**src/rtl/pipe_dest_tracker.sv**
```systemverilog
// Register-tag tracker for the ID/EX, EX/MEM and MEM/WB stages.
// Produces the forwarding tags, the load-use stall, bubble injection and the retire/stall counters.
module pipe_dest_tracker #(
    parameter int REG_AW = 5,
    parameter int CNT_W  = 32
) (
    input  logic              clk_i,
    input  logic              rst_i,
    input  logic              id_valid,
    input  logic              id_RegWrite,
    input  logic              id_MemRead,
    input  logic [REG_AW-1:0] id_RegRd,
    input  logic [REG_AW-1:0] id_RegRs,
    input  logic [REG_AW-1:0] id_RegRt,
    input  logic              id_UsesRt,
    input  logic              branch_flush,
    output logic              stall,
    output logic              flush_ifid,
    output logic [REG_AW-1:0] id_ex_RegRs,
    output logic [REG_AW-1:0] id_ex_RegRt,
    output logic              ex_mem_RegWrite,
    output logic [REG_AW-1:0] ex_mem_RegRd,
    output logic              mem_wb_RegWrite,
    output logic [REG_AW-1:0] mem_wb_RegRd,
    output logic [CNT_W-1:0]  retire_cnt,
    output logic [CNT_W-1:0]  stall_cnt
);

    // A write to register 0 is architecturally a no-op, so it never enables write-back.
    function automatic logic wbEnable(input logic vld, input logic regWrite,
                                      input logic [REG_AW-1:0] rd);
        return vld & regWrite & (rd != '0);
    endfunction

    logic              vld_p0, regWrite_p0, memRead_p0;
    logic [REG_AW-1:0] rd_p0, rs_p0, rt_p0;
    logic              vld_p1, regWrite_p1;
    logic [REG_AW-1:0] rd_p1;
    logic              vld_p2, regWrite_p2;
    logic [REG_AW-1:0] rd_p2;
    logic [CNT_W-1:0]  retireCnt, stallCnt;
    logic              loadUse;

    assign loadUse = id_valid & vld_p0 & memRead_p0 & (rd_p0 != '0) &
                     ((rd_p0 == id_RegRs) | (id_UsesRt & (rd_p0 == id_RegRt)));
    // A flushed ID instruction is discarded anyway, so it must not also stall.
    assign stall      = loadUse & ~branch_flush;
    assign flush_ifid = branch_flush;

    always_ff @(posedge clk_i) begin
        if (rst_i) begin
            vld_p0      <= 1'b0;
            regWrite_p0 <= 1'b0;
            memRead_p0  <= 1'b0;
            rd_p0       <= '0;
            rs_p0       <= '0;
            rt_p0       <= '0;
            vld_p1      <= 1'b0;
            regWrite_p1 <= 1'b0;
            rd_p1       <= '0;
            vld_p2      <= 1'b0;
            regWrite_p2 <= 1'b0;
            rd_p2       <= '0;
            retireCnt   <= '0;
            stallCnt    <= '0;
        end else begin
            // ID -> ID/EX
            if (branch_flush || stall) begin
                vld_p0      <= 1'b0;
                regWrite_p0 <= 1'b0;
                memRead_p0  <= 1'b0;
                rd_p0       <= '0;
                rs_p0       <= '0;
                rt_p0       <= '0;
            end else begin
                vld_p0      <= id_valid;
                regWrite_p0 <= id_valid & id_RegWrite;
                memRead_p0  <= id_valid & id_MemRead;
                rd_p0       <= id_RegRd;
                rs_p0       <= id_RegRs;
                rt_p0       <= id_RegRt;
            end
            // ID/EX -> EX/MEM
            vld_p1      <= vld_p0;
            regWrite_p1 <= regWrite_p0;
            rd_p1       <= rd_p0;
            // EX/MEM -> MEM/WB
            vld_p2      <= vld_p1;
            regWrite_p2 <= regWrite_p1;
            rd_p2       <= rd_p1;
            retireCnt   <= retireCnt + CNT_W'(vld_p2);
            stallCnt    <= stallCnt + CNT_W'(stall);
        end
    end

    assign id_ex_RegRs     = rs_p0;
    assign id_ex_RegRt     = rt_p0;
    assign ex_mem_RegWrite = wbEnable(vld_p1, regWrite_p1, rd_p1);
    assign ex_mem_RegRd    = rd_p1;
    assign mem_wb_RegWrite = wbEnable(vld_p2, regWrite_p2, rd_p2);
    assign mem_wb_RegRd    = rd_p2;
    assign retire_cnt      = retireCnt;
    assign stall_cnt       = stallCnt;

endmodule

```
**config.mk**
```make
export PLATFORM = sky130hd
export DESIGN_NAME = pipe_dest_tracker
export DESIGN_NICKNAME = d
export VERILOG_FILES = /design/src/rtl/pipe_dest_tracker.sv
export SDC_FILE = /design/constraint.sdc
export NUM_CORES = 1
export LEC_CHECK = 0
export BUFFER_PORTS_ARGS = -buffer_cell sky130_fd_sc_hd__buf_2
export CAP_MARGIN = 30
export CORE_MARGIN = 10
export CORE_UTILIZATION = 45
export CTS_BUF_LIST = sky130_fd_sc_hd__clkbuf_8
export DETAILED_ROUTE_END_ITERATION = 8
export PLACE_DENSITY = 0.83
export SYNTH_ARGS = -nofsm -noshare
export SYNTH_HDL_FRONTEND = slang
export SYNTH_SLANG_ARGS = --single-unit
```
**constraint.sdc**
```tcl
create_clock -name clk_i -period 3.1 [get_ports clk_i]
set_input_delay 0.465 -clock clk_i [delete_from_list [all_inputs] [get_ports clk_i]]
set_output_delay 0.465 -clock clk_i [all_outputs]
set_load 0.01 [all_outputs]
```
==> flow_summary.toml, run 1 <==
[place]
dp_cells = 644
io_buffer_count = 109
hpwl_um = 7510
placed_area_mm2 = 0.00472
place_congestion = 0.807
pre_cts_ws_ps = 144

[route]
route.vias.total = 3604
wl_per_cell_um = 15.2
wl_um = 10100
drt_iter0_markers = 184
avgViaCountPerCell = 5.46
ant_nets = 0
drt_first_pass_iters = 4
drc = 0

[timing]
fin_ws_ps = 310
finalHoldViolations = 0
finalSetupViolations = 0
rsz0062_at_grt = "no"
min_period_ps = 2790
clock.fmax_mhz = 358
clock_skew_ps = 10.5
hold-worst-slack_ps = 322
slew_headroom_pct = 36.8
tightestPinTransition_ps = 945
drv_slew = 0
tns_ps = 0
min_period_over_period_pct = 90.0

[worst_setup_path]
r2r_slack_ps = 310
worstSetupPathType = "reg -> reg"
setup.worst_path.start_class = "flip-flop"
crit_arrival_ps = 3030
crit_required_ps = 3340
ff2ff_path_depth = 10
reg2reg_to = "stall_cnt[30]"
crit_path_end_kind = "flip-flop"
rr_startpoint = "rd_p0[0]"
critical_path.max_fanout = 4

[final_layout]
final_net_count = 573
finalInstanceArea_mm2 = 0.00494
fin_cells = 660
synthToLayoutAreaGrowth_pct = 19.5
n_antenna_cell = 0
final_core_util_pct = 55.8
drive_gt1_share_pct = 26.1

[grt]
grt_pass1_vias = 3527
overflow = 0
antenna_found_initial = 0
grt_max_degree = 55
grt_pass1_wl_um = 16900
grtUsageTotal_pct = 15.0

[floorplan]
core-area_mm2 = 0.00885
rows = 34
io_pins = 110
initial_core_util_pct = 46.7
die_h_um = 116
die_area_mm2 = 0.0134
die_w_um = 116

[clocking]
postCtsSetupBuffers = 0
clk_path_buf_depth = 2
cts_buffers = 9
clk_pin_slew_ps = 100
root_buffer = "clkbuf_8"
htreeDepth = 3
cts.sinks = 96
clock_latency_ps = 350
holdBufCountCts = 0
cts_tree = "done"

[job]
drv_cap = 0

[pwr]
p_total_mw = 2.20
irDropWorstVdd_v = 0.000254
p_leak_nw = 2.16
power_density_mw_per_mm2 = 445

[min_path]
holdPathEnd = "rd_p0[3]"
hold_depth = 3
hp-class = "in -> reg"
min_from = "id_RegRd[3]"

[synthesis]
synth_commonest_cells = "dfxtp_1 (96), nor2_1 (40), a21oi_1 (32)"
yosys-top-cells-area = "dfxtp_1 (47%), xor2_1 (4.7%), nor2b_1 (3.9%)"
synth_flop_cell = "dfxtp_1"
syn_nets = 475
async_flop_share_pct = 0
synth-seq-cells = 96
synth_edf_count = 0
syn_avg_cell_area_um2 = 9.20
synth_top_area_cell = "dfxtp_1"
synth_cell_types = 34
synth_top_area_share_pct = 46.5
seq_area_frac_synth_pct = 46.5
netlist_instances = 449
ys_warn_count = 0
synthMostInstantiatedCell = "dfxtp_1"
syn_area_mm2 = 0.00413

[status]
status = "finished, final reports clean"
## placed cells by master (no fill, tap or decap)
cell type   instances
buf_2             109
dfxtp_1            96
nor2_1             40
a21oi_1            31
nand2_1            26
nor2b_1            26
nand4_1            22
xor2_1             22
nand3_1            19
o31ai_1            18
or4_1              18
xnor2_1            15
nor3_1             10
o211a_1            10
and4_1              9
and3_1              9
mux2_2              9
clkbuf_8            9
or3_1               8
inv_1               7
o21ai_0             6
buf_4               5
and2_1              4
ha_1                4
o311a_1             2
nand3b_1            2
inv_8               2
clkinv_4            2
o22a_1              1
a21oi_2             1
nand2_2             1
nor4_2              1
nor4_1              1
o22ai_1             1
nand4_4             1
nand4_2             1
a2111oi_0           1
bufinv_16           1
clkinvlp_4          1
inv_6               1
## per-layer routing
metal | track usage, % | wire [µm] | share of wire [%]
met4 | 4.17 | 69 | 0.69
met5 | 0 | 0 | 0
met2 | 25.6 | 4990 | 50
met1 | 16.7 | 4070 | 40
met3 | 6.51 | 923 | 9.2
## kinds of logic after synthesis
family                   share of synthesized area [%]
AND/OR/NAND/NOR                                   26.8
flip-flops                                        46.5
AO/OA/AOI/OAI                                     11.4
XOR/XNOR                                          7.84
buffers and inverters                             3.85
multiplexers                                      2.45
adder cells (fa/ha/maj)                           1.21
## layout make-up
cell class / count / area, µm²
Multi-Input combinational cell: 319 / 2060
Clock buffer: 9 / 124
Timing Repair Buffer: 114 / 583
Inverter: 7 / 26.3
Fill cell: 829 / 3910
Sequential cell: 96 / 1920
Clock inverter: 7 / 86.3
Tap cell: 108 / 135
## repair_timing
| item | 4_1_cts | 5_1_grt |
|---|---|---|
| endpoints found under the setup margin | 0 | 1 |
| gates resized for setup | 0 | 1 |
| endpoints found under the hold margin | 0 | 0 |
## report_power, final
part / internal [mW] / leakage (nW) / switching, mW / total [mW]
combinational: 0.0368 / 1.28 / 0.0509 / 0.0878
clock: 0.390 / 0.104 / 0.464 / 0.855
sequential: 1.25 / 0.776 / 0.00750 / 1.25
total: 1.67 / 2.16 / 0.523 / 2.20
## registers in the layout (all words and copies together) (netlist names)
register and cells:
ex_mem_RegRd 5, stall_cnt 32, regWrite_p1 1, regWrite_p2 1, retire_cnt 32, vld_p0 1
memRead_p0 1, id_ex_RegRs 5, id_ex_RegRt 5, vld_p1 1, regWrite_p0 1, vld_p2 1
rd_p0 5, mem_wb_RegRd 5
## worst max-delay path, stage by stage, from the launching register on
cell and delay (ps):
dfxtp_1 440, xnor2_1 150, nand3_1 120, o22a_1 250, nor3_1 250, ha_1 240
ha_1 200, and3_1 260, nand4_1 190, nor4_2 200, mux2_2 380
## how the worst max path moves through the flow
stage	depth (start not counted)	start	end	slack [ps]
floorplan	12	id_RegRs[4]	stall_cnt[30]	20
global placement	11	id_RegRt[2]	stall_cnt[30]	260
detailed placement	11	id_RegRs[0]	stall_cnt[30]	140
CTS	10	rd_p0[2]	stall_cnt[30]	280
global route	10	rd_p0[2]	stall_cnt[30]	40
finish	10	rd_p0[0]	stall_cnt[30]	310
No activity file was read; power rests on OpenSTA's default activity.
==> inputs of run 2 (changes only) <==
--- a/config.mk
+++ b/config.mk
@@ -5,13 +5,14 @@
 export SDC_FILE = /design/constraint.sdc
 export NUM_CORES = 1
 export LEC_CHECK = 0
+export ABC_AREA = 1
 export BUFFER_PORTS_ARGS = -buffer_cell sky130_fd_sc_hd__buf_2
 export CAP_MARGIN = 30
 export CORE_MARGIN = 10
 export CORE_UTILIZATION = 45
 export CTS_BUF_LIST = sky130_fd_sc_hd__clkbuf_8
 export DETAILED_ROUTE_END_ITERATION = 8
-export PLACE_DENSITY = 0.83
+export PLACE_DENSITY = 0.81
 export SYNTH_ARGS = -nofsm -noshare
 export SYNTH_HDL_FRONTEND = slang
 export SYNTH_SLANG_ARGS = --single-unit
==> run 2 against run 1 <==
Effect of this change:
- power fell by 1.2%
- non-clock buffer count fell by 4
- cell count grew 41%
- utilization shrank 0.32 points
- flip-flop and latch count did not move
- register-to-register slack improved by 370 ps
- die area increased by 9.9%
- combinational power is 2.4% higher
- clock skew fell by 0.72 ps
- fmax grew 15%
- synthesized cell count is 51% higher
==> flow_summary.toml, run 2 <==
[worst_setup_path]
crit_required_ps = 3360
crit_path_end_kind = "flip-flop"
cpMaxStageDelayCell = "dfxtp_1"
crit_family = "simple AND/OR/NAND/NOR gates"
setup.worst_path.start_class = "flip-flop"
r2r_slack_ps = 680
max_stage_delay_ps = 370
critical_path.max_fanout = 6
cp.buffers_inverters = 1
crit_path_frequent_cell = "nand2_1"
worstSetupPathType = "reg -> reg"
crit_arrival_ps = 2680
cp_cell_sequence = "inv_1 > nand2_1 > nand2_1 > nor2_1 > nand3_1 > nand2_1 > nand2_1 > nor2_1 > ha_1 > ha_1 > nand2_2 > nor2_4 > nand2_2 > nor2_2 > nand4_1 > nand2_1 > nor2_1"

[clocking]
clk_pin_slew_ps = 90
clock_latency_ps = 370
cts_tree = "done"
htreeDepth = 3
cts_resized = 0
root_buffer = "clkbuf_8"
clk_path_buf_depth = 2
postCtsSetupBuffers = 0
cts.sinks = 96
holdBufCountCts = 0
cts_buffers = 9

[floorplan]
die_h_um = 121
die_area_mm2 = 0.0147
core-area_mm2 = 0.00991
io_pins = 110
die_w_um = 121
initial_core_util_pct = 46.7
rows = 36

[place]
io_buffer_count = 109
place_congestion = 0.955
hpwl_um = 9560
placed_area_mm2 = 0.00530

[timing]
min_period_over_period_pct = 78.0
finalSetupViolations = 0
finalHoldViolations = 0
hold-worst-slack_ps = 310
drv_slew = 0
rsz0062_at_grt = "no"
tns_ps = 0
clock.fmax_mhz = 414
tightestPinTransition_ps = 581
clock_skew_ps = 9.77
min_period_ps = 2420
slew_headroom_pct = 61.2

[pwr]
netSwitchingFraction_pct = 23.0
p_leak_nw = 2.23
p_total_mw = 2.17
p_clk_share_pct = 38.2
sequentialPowerShare_pct = 57.7
p_int_mw = 1.67
irDropWorstVdd_v = 0.000256
p_switching_mw = 0.499
p_comb_share_pct = 4.1
power_density_mw_per_mm2 = 395

[final_layout]
seq_area_mm2 = 0.00192
n_antenna_cell = 0
finalInstanceArea_mm2 = 0.00550
drive_gt1_share_pct = 21.7
synthToLayoutAreaGrowth_pct = 18.7
final.fill_count = 1000
final_net_count = 817
multi_input_area_mm2 = 0.00237
layout_commonest_cell = "nand2_1"
layout_common_cells = "nand2_1 (185), nor2_1 (144), buf_2 (109), dfxtp_1 (96), inv_1 (73)"
final_core_util_pct = 55.5

[grt]
grtUsageTotal_pct = 16.8
overflow = 0
grt_pass1_wl_um = 20300
antenna_found_initial = 0
grt_pass1_vias = 4327
grt_max_degree = 40

[synthesis]
synthMostInstantiatedCell = "nand2_1"
synth_flop_cell = "dfxtp_1"
seq_area_frac_synth_pct = 41.5
async_flop_share_pct = 0
synth_top_area_share_pct = 41.5
ys_warn_count = 0
synth-seq-cells = 96
syn_area_mm2 = 0.00463
synth_cell_types = 30
syn_avg_cell_area_um2 = 6.81
netlist_instances = 680
yosys-top-cells-area = "dfxtp_1 (42%), nand2_1 (15%), nor2_1 (12%)"
synth_commonest_cells = "nand2_1 (185), nor2_1 (144), dfxtp_1 (96)"
synth_edf_count = 0
synth_top_area_cell = "dfxtp_1"
syn_nets = 706

[min_path]
hp-class = "in -> reg"

[route]
ant_nets = 0
drt_iter0_markers = 299
drt_first_pass_iters = 5
wl_um = 12200
route.vias.total = 4547
wl_per_cell_um = 13.1
drc = 0
avgViaCountPerCell = 4.89

[job]
drv_cap = 0

[status]
status = "finished, final reports clean"
run 2: changes by cell type after synthesis, sizes merged, moves of 19 or more:
cell | previous run | this run
nand3b | 2 | 21
inv | 7 | 76
nand2 | 27 | 200
nor2b | 26 | 0
nor2 | 40 | 170
run 2: layout make-up:
type / instances / area share, %
multi-input combinational: 498 / 43.2
sequential: 96 / 35.0
timing repair buffer: 110 / 10.1
inverter: 76 / 5.19
tap: 133 / 3.03
clock buffer: 10 / 2.50
clock inverter: 6 / 1.09
run 2: cell families after synthesis:
logic type | count (synthesis) | synth area share, %
and+or+nand+nor | 424 | 41.4
DFF | 96 | 41.5
buffers and inverters | 86 | 7.24
AOI/OAI and AO/OA | 61 | 7.05
xor gates and xnor gates | 9 | 1.70
adders and majority gates | 4 | 1.08
run 2: per-layer routing:
layer | vias to the layer above | global-route usage (%) | wire length, µm | part of all wire [%]
met5 | - | 0 | 0 | 0
met4 | 0 | 5.81 | 214 | 1.8
met3 | 19 | 6.89 | 1110 | 9.1
met2 | 151 | 27.3 | 5530 | 45
met1 | 2036 | 19.4 | 5350 | 44
li1 | 2341 | - | - | -
run 2: worst register-to-register path: stages, from the launching register on:
cell,delay (ps)
dfxtp_1,370
inv_1,110
nand2_1,70
nand2_1,50
nor2_1,100
nand3_1,80
nand2_1,60
nand2_1,70
nor2_1,170
ha_1,240
ha_1,250
nand2_2,100
nor2_4,130
nand2_2,140
nor2_2,170
nand4_1,90
nand2_1,70
nor2_1,50
run 2: stage by stage:
| stage | setup WS (ps) | cells |
|---|---|---|
| floorplan | 771 | 680 |
| global placement | 646 | 913 |
| detailed placement | 569 | 913 |
| CTS | 681 | 929 |
| global route | 347 | 929 |
| finish | 682 | 929 |
run 2: path summary, 6_finish.rpt:
| check | from | endpoint | cells after the start |
|---|---|---|---|
| min | id_RegRd[2] | rd_p0[2] | 3 |
| max | rd_p0[3] | stall_cnt[20] | 17 |
| max reg2reg | rd_p0[3] | stall_cnt[20] | 17 |
| min reg2reg | regWrite_p0 | regWrite_p1 | 2 |
run 2: power by group through the flow:
stage	registers, mW	logic, mW	clock network, mW
floorplan	1.28	0.0512	0
global placement	1.28	0.0892	0
detailed placement	1.28	0.0908	0
CTS	1.25	0.0911	0.853
global route	1.25	0.105	0.902
finish	1.25	0.0899	0.828
==> inputs of run 3 (changes only) <==
==> constraint.sdc (replaced) <==
create_clock -name clk_i -period 1.9 [get_ports clk_i]
set_input_delay 0.285 -clock clk_i [delete_from_list [all_inputs] [get_ports clk_i]]
set_output_delay 0.285 -clock clk_i [all_outputs]
set_load 0.01 [all_outputs]
==> run 3 against run 2 <==
Effect of this change:
- the flow now finishes with violations (negative setup slack)
- final area grew 6.2%
- via count is 2.0% higher
- flip-flop and latch count is the same
- largest cell class unchanged
- critical path type unchanged
- die area is the same
- first-iteration DRC count decreased by 5.4%
- highest routed layer unchanged
- setup slack worse by 860 ps
- sequential share of layout area down 1.9 points
- clock-buffer cell count is 1 lower
- non-clock buffer count grew 28
- sequential power up 63%
- register-to-register slack got worse by 860 ps
- utilization rose by 3.5 points
==> flow_summary.toml, run 3 (same netlist as run 2, synthesis figures left out) <==
[place]
dp_cells = 936
pre_cts_ws_ps = -227
io_buffer_count = 109
hpwl_um = 10300
place_congestion = 0.936

[job]
drv_cap = 0

[status]
status = "complete, but fails checks"
violations = "negative setup slack"

[pwr]
p_total_mw = 3.49
power_density_mw_per_mm2 = 597
p_leak_nw = 2.42
irDropWorstVdd_v = 0.000529

[grt]
grtUsageTotal_pct = 17.7
grt_max_degree = 30
grt_pass1_vias = 4504
antenna_found_initial = 0
grt_pass1_wl_um = 21200
overflow = 0

[clocking]
clk_pin_slew_ps = 100
root_buffer = "clkbuf_8"
cts_tree = "done"
clock_latency_ps = 360
cts.sinks = 96
htreeDepth = 3
clk_path_buf_depth = 2
holdBufCountCts = 0
cts_buffers = 9

[final_layout]
synthToLayoutAreaGrowth_pct = 26.1
layout_commonest_cell = "nand2_1"
multi_input_area_mm2 = 0.00248
seq_area_mm2 = 0.00193
final_net_count = 845
layout_common_cells = "nand2_1 (177), nor2_1 (138), buf_2 (109), dfxtp_1 (91), inv_1 (66)"
drive_gt1_share_pct = 28.3
final.fill_count = 957
n_antenna_cell = 0
fin_cells = 957
final_core_util_pct = 58.9

[worst_setup_path]
critical_path.max_fanout = 5
setup.worst_path.start_class = "flip-flop"
crit_arrival_ps = 2330
worstSetupPathType = "reg -> reg"
crit_required_ps = 2150
crit_path_end_kind = "flip-flop"

[timing]
tns_ps = -2300
finalSetupViolations = 26
min_period_over_period_pct = 109
min_period_ps = 2080
drv_slew = 0
clock.fmax_mhz = 482
finalHoldViolations = 0
slew_headroom_pct = 62.7
clock_skew_ps = 11.4
fin_ws_ps = -176
tightestPinTransition_ps = 558
rsz0062_at_grt = "yes"

[floorplan]
io_pins = 110
core-area_mm2 = 0.00991
die_area_mm2 = 0.0147
initial_core_util_pct = 46.7
die_w_um = 121
die_h_um = 121
rows = 36

[route]
drc = 0
ant_nets = 0
wl_per_cell_um = 13.4
wl_um = 12800
wl_met3_um = 1280
drt-met1-wl_um = 5470
avgViaCountPerCell = 4.85
wl_met2_um = 5880
drt_iter0_markers = 283
highest_layer = "met4"
route.vias.total = 4640
drt_first_pass_iters = 5

[min_path]
hp-class = "in -> reg"
-- run 3: worst paths after layout --
kind               start       endpoint  slack (ps)  cells past startpoint
max             rd_p0[3]  stall_cnt[13]        -180                     14
min          id_RegRd[4]       rd_p0[4]         110                      3
max reg2reg     rd_p0[3]  stall_cnt[13]        -180                     14
min reg2reg  regWrite_p0    regWrite_p1         410                      2
-- run 3: metrics by stage --
| step | hold slack (ps) | instance area [µm²] |
|---|---|---|
| after floorplan | 388 | 4690 |
| after global placement | 390 | 5530 |
| after detailed placement | 399 | 5530 |
| after CTS | 91.3 | 5770 |
| after global routing | 112 | 5840 |
| final | 114 | 5840 |
-- run 3: layout make-up --
cell class | count | area share (%)
inverter | 76 | 4.93
sequential | 96 | 33.1
clock inverter | 7 | 1.03
multi-input combinational | 498 | 42.5
tap | 133 | 2.85
clock buffer | 9 | 2.12
timing repair buffer | 138 | 13.5
-- run 3: repair_timing --
item,4_1_cts,5_1_grt
gates resized for setup,14,17
setup endpoints to repair,27,32
pin swaps,13,9
endpoints found under the hold margin,0,0
buffers inserted,3,3
-- run 3: routing by layer --
layer | up-vias | global-route usage [%]
met1 | 2091 | 21.0
met3 | 16 | 7.26
li1 | 2397 | -
met2 | 136 | 28.3
met4 | 0 | 5.81
met5 | - | 0
-- run 3: worst max-delay path: stages, from the launching register on --
cell and delay (ps):
dfxtp_2 370, inv_4 40, buf_4 130, nand4_1 90, nand4_1 90, inv_1 90, nand2_2 80, nor2_4 110
ha_4 160, buf_6 100, nand3_4 130, nor2_4 200, nand2_1 110, o21ai_1 180, a21oi_1 80
-- run 3: power by group --
| group | leakage, nW | internal [mW] | switching, mW |
|---|---|---|---|
| Sequential | 0.779 | 2.03 | 0.0117 |
| Combinational | 1.54 | 0.0711 | 0.102 |
| Clock | 0.0965 | 0.502 | 0.769 |
